### src/rtl/serial_add_ctrl_if.sv
// Handshake and operand/result bundle for the bit-serial adder/subtractor.
// The master requests operations; the slave reports status and results.
interface serial_add_ctrl_if #(
    parameter int WIDTH = 8
);
    logic             start;
    logic             op;
    logic [WIDTH-1:0] a;
    logic [WIDTH-1:0] b;
    logic             busy;
    logic             done;
    logic [WIDTH-1:0] result;
    logic             cout;
    logic             ovf;
    logic             zero;

    modport master (
        output start, op, a, b,
        input  busy, done, result, cout, ovf, zero
    );

    modport slave (
        input  start, op, a, b,
        output busy, done, result, cout, ovf, zero
    );
endinterface

### src/rtl/serial_add_ctrl.sv
// Bit-serial add/subtract controller: one full-adder cell reused LSB first,
// WIDTH cycles per operation, results published only on completion.
module add_bit (
    input  logic a,
    input  logic b,
    input  logic cin,
    output logic cout,
    output logic s
);
    assign s    = a ^ b ^ cin;
    assign cout = (a & b) | (cin & (a ^ b));
endmodule

module serial_add_ctrl #(
    parameter int WIDTH = 8
) (
    input  logic                clk,
    input  logic                rst,
    serial_add_ctrl_if.slave    ctrl_if
);
    localparam int CW = (WIDTH > 2) ? $clog2(WIDTH) : 1;

    typedef enum logic [1:0] {
        IDLE = 2'd0,
        RUN  = 2'd1,
        DONE = 2'd2
    } state_t;

    state_t           state_q, state_d;
    logic [WIDTH-1:0] a_q, a_d;
    logic [WIDTH-1:0] b_q, b_d;
    logic             op_q, op_d;
    logic             c_q, c_d;
    logic [WIDTH-2:0] acc_q, acc_d;
    logic [CW-1:0]    cnt_q, cnt_d;
    logic [WIDTH-1:0] res_q, res_d;
    logic             cout_q, cout_d;
    logic             ovf_q, ovf_d;
    logic             zero_q, zero_d;

    logic             accept;
    logic             last;
    logic             fa_co;
    logic             fa_s;
    logic [WIDTH-1:0] acc_nx;

    // Subtract is a + ~b + 1: invert the b bit, carry seeded from op.
    add_bit u_add_bit (
        .a    (a_q[0]),
        .b    (b_q[0] ^ op_q),
        .cin  (c_q),
        .cout (fa_co),
        .s    (fa_s)
    );

    assign accept = ctrl_if.start && (state_q != RUN);
    assign last   = (cnt_q == CW'(WIDTH - 1));
    assign acc_nx = {fa_s, acc_q};

    // State register with synchronous reset.
    always_ff @(posedge clk) begin
        if (rst) state_q <= IDLE;
        else     state_q <= state_d;
    end

    // Next-state logic: start is ignored while running.
    always_comb begin
        state_d = state_q;
        unique case (state_q)
            IDLE:    if (ctrl_if.start) state_d = RUN;
            RUN:     if (last) state_d = DONE;
            DONE:    state_d = ctrl_if.start ? RUN : IDLE;
            default: state_d = IDLE;
        endcase
    end

    // Datapath next-state: latch on accept, shift one bit per RUN cycle.
    always_comb begin
        a_d    = a_q;
        b_d    = b_q;
        op_d   = op_q;
        c_d    = c_q;
        acc_d  = acc_q;
        cnt_d  = cnt_q;
        res_d  = res_q;
        cout_d = cout_q;
        ovf_d  = ovf_q;
        zero_d = zero_q;
        if (accept) begin
            a_d   = ctrl_if.a;
            b_d   = ctrl_if.b;
            op_d  = ctrl_if.op;
            c_d   = ctrl_if.op;
            cnt_d = '0;
        end else if (state_q == RUN) begin
            a_d   = a_q >> 1;
            b_d   = b_q >> 1;
            c_d   = fa_co;
            acc_d = acc_nx[WIDTH-1:1];
            cnt_d = cnt_q + CW'(1);
            if (last) begin
                res_d  = acc_nx;
                cout_d = fa_co;
                ovf_d  = c_q ^ fa_co;
                zero_d = ~|acc_nx;
            end
        end
    end

    // Datapath registers with synchronous reset.
    always_ff @(posedge clk) begin
        if (rst) begin
            a_q    <= '0;
            b_q    <= '0;
            op_q   <= 1'b0;
            c_q    <= 1'b0;
            acc_q  <= '0;
            cnt_q  <= '0;
            res_q  <= '0;
            cout_q <= 1'b0;
            ovf_q  <= 1'b0;
            zero_q <= 1'b0;
        end else begin
            a_q    <= a_d;
            b_q    <= b_d;
            op_q   <= op_d;
            c_q    <= c_d;
            acc_q  <= acc_d;
            cnt_q  <= cnt_d;
            res_q  <= res_d;
            cout_q <= cout_d;
            ovf_q  <= ovf_d;
            zero_q <= zero_d;
        end
    end

    assign ctrl_if.busy   = (state_q == RUN);
    assign ctrl_if.done   = (state_q == DONE);
    assign ctrl_if.result = res_q;
    assign ctrl_if.cout   = cout_q;
    assign ctrl_if.ovf    = ovf_q;
    assign ctrl_if.zero   = zero_q;
endmodule

### src/flat_wrapper.sv
// flat-port wrapper written by rule: the top's interface ports become plain ports
module serial_add_ctrl_flat 
#(
    parameter int WIDTH = 8
)
  (clk, rst, ctrl_if_start, ctrl_if_op, ctrl_if_a, ctrl_if_b, ctrl_if_busy, ctrl_if_done, ctrl_if_result, ctrl_if_cout, ctrl_if_ovf, ctrl_if_zero);
  serial_add_ctrl_if #(.WIDTH(WIDTH)) ctrl_if_i ();
  input  logic clk;
  input  logic rst;
  input wire logic [$bits(ctrl_if_i.start)-1:0] ctrl_if_start;
  input wire logic [$bits(ctrl_if_i.op)-1:0] ctrl_if_op;
  input wire logic [$bits(ctrl_if_i.a)-1:0] ctrl_if_a;
  input wire logic [$bits(ctrl_if_i.b)-1:0] ctrl_if_b;
  output wire logic [$bits(ctrl_if_i.busy)-1:0] ctrl_if_busy;
  output wire logic [$bits(ctrl_if_i.done)-1:0] ctrl_if_done;
  output wire logic [$bits(ctrl_if_i.result)-1:0] ctrl_if_result;
  output wire logic [$bits(ctrl_if_i.cout)-1:0] ctrl_if_cout;
  output wire logic [$bits(ctrl_if_i.ovf)-1:0] ctrl_if_ovf;
  output wire logic [$bits(ctrl_if_i.zero)-1:0] ctrl_if_zero;
  assign ctrl_if_i.start = ctrl_if_start;
  assign ctrl_if_i.op = ctrl_if_op;
  assign ctrl_if_i.a = ctrl_if_a;
  assign ctrl_if_i.b = ctrl_if_b;
  assign ctrl_if_busy = ctrl_if_i.busy;
  assign ctrl_if_done = ctrl_if_i.done;
  assign ctrl_if_result = ctrl_if_i.result;
  assign ctrl_if_cout = ctrl_if_i.cout;
  assign ctrl_if_ovf = ctrl_if_i.ovf;
  assign ctrl_if_zero = ctrl_if_i.zero;
  serial_add_ctrl #(.WIDTH(WIDTH)) u_core (.clk(clk), .rst(rst), .ctrl_if(ctrl_if_i));
endmodule
### config.mk
export PLATFORM = sky130hd
export DESIGN_NAME = serial_add_ctrl_flat
export DESIGN_NICKNAME = d
export VERILOG_FILES = /design/src/rtl/serial_add_ctrl_if.sv /design/src/rtl/serial_add_ctrl.sv /design/src/flat_wrapper.sv
export SDC_FILE = /design/constraint.sdc
export NUM_CORES = 1
export LEC_CHECK = 0
export CORE_ASPECT_RATIO = 1.4
export CORE_MARGIN = 2
export CORE_UTILIZATION = 50
export CTS_CLUSTER_SIZE = 28
export DETAILED_ROUTE_END_ITERATION = 12
export GPL_ROUTABILITY_DRIVEN = 0
export PLACE_DENSITY_LB_ADDON = 0.25
export SYNTH_ARGS = -nofsm -noshare
export SYNTH_HDL_FRONTEND = slang
export SYNTH_SLANG_ARGS = --single-unit
### constraint.sdc
create_clock -name clk -period 1.9 [get_ports clk]
set_clock_uncertainty 0.2 [all_clocks]
set_input_delay 0.285 -clock clk [delete_from_list [all_inputs] [get_ports clk]]
set_output_delay 0.285 -clock clk [all_outputs]
set_load 0.02 [all_outputs]
# ---- After elaboration in Yosys (flattened, before gate mapping)
# Cells that the tools add are included.
dict set report totals {
  regBits 41
  in_bits 20
  out_inout_bits 13
  word_cells 45
}
dict set report classes {
  add_sub_neg 1
  eq_ne 6
  muxes 10
  bitwise 8
  reduce_logical 9
}
# op count
set ops {}
lappend ops {{8-bit 2-to-1 mux} 4}
lappend ops {{8-bit OR reduction} 1}
lappend ops {{2-bit one-hot mux with 3 select lines} 1}
lappend ops {{2-bit 2-to-1 mux} 2}
lappend ops {{2-bit by 1-bit != test with 1-bit output (second input constant)} 2}
lappend ops {{2-bit AND reduction} 2}
lappend ops {{1-bit XOR} 4}
lappend ops {{3-bit by 1-bit adder with 3-bit output (second input constant)} 1}
lappend ops {{3-bit equality test (second input constant)} 1}
lappend ops {{1-bit 2-to-1 mux} 3}
lappend ops {{3-bit AND reduction} 1}
lappend ops {{1-bit AND} 2}
lappend ops {{2-bit by 1-bit equality test with 1-bit output (second input constant)} 1}
lappend ops {{2-bit equality test (second input constant)} 1}
lappend ops {{2-bit logical NOT} 1}
lappend ops {{2-bit != test (second input constant)} 1}
lappend ops {{2-bit nonzero test} 1}
lappend ops {{2-bit OR reduction} 1}
lappend ops {{1-bit logical AND} 1}
lappend ops {{1-bit logical NOT} 1}
lappend ops {{1-bit NOT} 1}
lappend ops {{1-bit OR} 1}

# ---- Longest topological paths before layout
dict set report logic_depth {
  word_depth 6
  ltp_mapped 6
  ltp_nobuf 5
}

# ---- Modules after synthesis
# Synthesis repeated with hierarchy kept, for this count alone.
dict set report hier_totals {
  hier_cells 186
  area_unflattened_um2 1834.3
}
# mod n_inst cells_per_inst area_per_inst_um2 seq_area_each_um2
set modules_own_cells {}
lappend modules_own_cells {serial_add_ctrl 1 185 1814.2 820.8}
lappend modules_own_cells {add_bit 1 1 20.0 0.0}

# ---- Worst setup path before layout
# OpenSTA, ideal clock, no wires.
dict set report synth_timing {
  path_kind {register -> register}
  startpoint {register u_core.b_q[0]}
  endpoint {register u_core.zero_q, in the netlist u_core.ctrl_if.zero}
  setup_time_ps 70
  arrival_ps 1351
  required_time_ps 1630
  path_slack_ps 279
  path_stages_with_launch 6
  n_path_buf 0
  period_less_slack_ps 1621
  path_cell_list {dfxtp_1 > xnor2_1 > fa_1 > nor4b_1 > nand3_1 > a21oi_1}
}
dict set report synth_via {
  elab_chain_cells 5
}
# item line
set synth_lines {}
lappend synth_lines {{from (decl)} serial_add_ctrl.sv:31} ;# logic [WIDTH-1:0] b_q, b_d;
lappend synth_lines {{from (signal assigned)} serial_add_ctrl.sv:114} ;# b_q <= '0;
lappend synth_lines {{from (signal assigned)} serial_add_ctrl.sv:125} ;# b_q <= b_d;
lappend synth_lines {{1-bit XOR} serial_add_ctrl.sv:50} ;# .b (b_q[0] ^ op_q),
lappend synth_lines {{1-bit XOR (2 in a row)} serial_add_ctrl.sv:10} ;# assign s = a ^ b ^ cin;
lappend synth_lines {{8-bit OR reduction} serial_add_ctrl.sv:105} ;# zero_d = ~|acc_nx;
lappend synth_lines {{1-bit logical NOT} serial_add_ctrl.sv:105}
lappend synth_lines {{to (signal assigned)} serial_add_ctrl.sv:133} ;# zero_q <= zero_d;
lappend synth_lines {{to (decl)} serial_add_ctrl.sv:39} ;# logic zero_q, zero_d;
# No other way between the ends.
# A chain may end at the register's enable or synchronous reset.

# ---- Worst setup path after layout
# Ends and elaborated chain as after synthesis.

==> results.json <==
{
  "antennaDiodeCount": 0,
  "drive_gt1_frac": 0.0605,
  "max_freq_mhz": 562,
  "crit_path_max_fanout": 3,
  "ys_ff_latch": 41,
  "drtAntennaViolNets": 0,
  "yosysUniqueCellTypes": 28,
  "clk_latency_ns": 0.29,
  "crit_type": "reg2reg",
  "start_kind": "flop",
  "grt_pass1_wl_mm": 5.75,
  "crit_start": "u_core.b_q[0]",
  "num_rows": 24,
  "final_nets": 238,
  "cts_buffer_depth": 2,
  "ys.flop_type": "dfxtp_1",
  "post-route-util": 0.669,
  "period_needed_ns": 1.78,
  "first_iter_violations": 27,
  "grt_pass1_vias": 1349,
  "cts_setup_buffers": 0,
  "maxSlewHeadroom": 0.727,
  "cts_sinks": 41,
  "status": "finished clean",
  "yosysMostFrequentCell": "dfxtp_1",
  "syn_to_final_growth_pct": 25.9,
  "wl_mm": 3.27,
  "postSynthAreaPerCell_sq_um": 9.06,
  "netlist_instances": 185,
  "cp-end-kind": "flop",
  "rsz0062_at_grt": "no",
  "synth_seq_area_share": 0.490,
  "rr_worst_depth": 5,
  "cap_violations": 0,
  "vias": 1376,
  "timing.final.ws_setup_ns": 0.121,
  "cts_buffers": 5,
  "grt_antenna_before_repair": 0,
  "setup_violations": 0,
  "design_area_sq_um": 2110,
  "die_area_sq_um": 3840,
  "drt_pass1_iterations": 4,
  "tightest_slew_ns": 0.409,
  "synth_area_leader_cell": "dfxtp_1",
  "drv_slew": 0,
  "wl_per_cell_microns": 12.9,
  "finalCritPeriodShare": 0.936,
  "hold_viol": 0,
  "port_buffers": 32,
  "tns_ns": 0,
  "synth-edff-count": 0,
  "hold_ws_ns": 0.255,
  "drc_errors": 0,
  "r2r_start": "u_core.b_q[0]",
  "clockRootBuffer": "clkbuf_8",
  "cts.clk_slew.worst_paths_ns": 0.07,
  "synth.cell_area_sq_um": 1680,
  "gr-usage-all-layers": 0.204,
  "initial_core_util": 0.531,
  "p_leak_nw": 0.814,
  "synth_top_area_share": 0.490,
  "pre_cts_ws_ns": 0.103,
  "powerDensity_nw_per_um2": 813,
  "io_pins": 33,
  "chipHeight_microns": 72.5,
  "synth_fp_nets": 208,
  "ys.warnings.count": 0,
  "overflow": 0,
  "crit_required_ns": 1.93,
  "h-tree-depth": 2,
  "coreArea_sq_um": 3150,
  "async_reset_ff_frac": 0,
  "worst_ep_arrival_time_ns": 1.81,
  "avgViaCountPerCell": 5.42,
  "endpoint": "u_core.ctrl_if.zero",
  "grt_max_degree": 42,
  "peakVddDrop_v": 0.000854,
  "dpl_cell_area_sq_um": 2030,
  "synth_common_cells": "41 x dfxtp_1, 32 x nand2_1, 19 x a21oi_1, 19 x nor2_1, 17 x a211oi_1",
  "r2r_slack_ns": 0.12,
  "r2r-end": "u_core.ctrl_if.zero",
  "dpl.hpwl_mm": 2.37,
  "die_x_microns": 52.9,
  "hp-class": "reg2reg",
  "cts_tree": "yes",
  "yosys-top-cells-area": "dfxtp_1 49%, mux2i_1 9.6%, a211oi_1 7.6%, nand2_1 7.2%, a21oi_1 5.7%"
}
[worst max-delay path: stages (launching register included)]
cell and delay [ns]:
dfxtp_1 0.33, xnor2_1 0.15, fa_1 0.53, nor4b_1 0.25, nand3_1 0.11, a21oi_1 0.14
[how the worst min path moves through the flow]
stage               slack (ns)  cells after the start                        to                      from
global route              0.27                      2  u_core.ctrl_if.result[3]  u_core.ctrl_if.result[3]
CTS                       0.26                      2  u_core.ctrl_if.result[2]  u_core.ctrl_if.result[2]
global placement          0.24                      2  u_core.ctrl_if.result[6]  u_core.ctrl_if.result[6]
finish                    0.26                      2  u_core.ctrl_if.result[2]  u_core.ctrl_if.result[2]
floorplan                 0.23                      2               u_core.op_q                ctrl_if_op
detailed placement        0.25                      2  u_core.ctrl_if.result[2]  u_core.ctrl_if.result[2]
[area by class of cell]
type                       instances  area, sq um
fill                             273         1040
sequential                        41          821
multi-input combinational        126          758
timing repair buffer              37          380
clock buffer                       7         86.3
tap                               39         48.8
inverter                           4         15.0
[power breakdown]
group	total, mW	internal (mW)	switching (mW)
clock network	0.565	0.288	0.277
logic	0.224	0.114	0.110
registers	0.927	0.901	0.0253
[sequential cells by signal, indices dropped and copies added (netlist names)]
| register | count |
|---|---|
| u_core.a_q | 8 |
| u_core.b_q | 8 |
| u_core.ctrl_if.result | 8 |
| u_core.acc_q | 7 |
| u_core.cnt_q | 3 |
| u_core.state_q | 2 |
| u_core.c_q | 1 |
| u_core.ctrl_if.cout | 1 |
| u_core.ctrl_if.ovf | 1 |
| u_core.ctrl_if.zero | 1 |
| u_core.op_q | 1 |
[kinds of logic after synthesis]
| family | Yosys count | synth area share |
|---|---|---|
| buffers and inverters | 18 | 0.0575 |
| and+or+nand+nor | 65 | 0.165 |
| xor gates and xnor gates | 2 | 0.0105 |
| AOI/OAI and AO/OA | 40 | 0.155 |
| muxes | 16 | 0.0956 |
| adders and majority gates | 3 | 0.0269 |
| DFF | 41 | 0.490 |
[layer usage]
metal / routed length [microns] / track usage / vias up / share of wire
li1: - / - / 693 / -
met1: 1290 / 0.215 / 642 / 0.39
met2: 1760 / 0.360 / 33 / 0.54
met3: 157 / 0.0617 / 8 / 0.048
met4: 65 / 0.0969 / 0 / 0.020
met5: 0 / 0 / - / 0
[repair_timing]
action / CTS / global route
endpoints found under the setup margin: 2 / 0
hold endpoints to repair: 0 / 0
gates resized for setup: 2 / 0
hold buffers: 0 / 0
[through the flow]
stage / power, mW / std cells
after floorplan: 1.09 / 185
after global placement: 1.16 / 247
after detailed placement: 1.17 / 247
after CTS: 1.73 / 254
after global routing: 1.79 / 254
final: 1.72 / 254
[placed cells by master, fill, tap and decap left out, drive strengths merged]
cell	Yosys	routed
fa	1	1
o21ai	1	1
nor3	2	2
and3b	1	1
buf	10	5
clkdlybuf4s50	0	30
nand2b	2	2
xnor2	2	2
dfxtp	41	41
a21oi	19	19
nand3b	1	1
mux2i	16	16
nor4	1	1
nor2	19	19
o22a	1	1
nor4b	1	1
dlygate4sd2	0	2
nor2b	1	1
a211oi	18	18
inv	4	4
nand2	32	32
nand3	5	5
o211a	1	1
ha	2	2
clkbuf	4	7
Note: power is estimated with default switching activity, not from simulation.
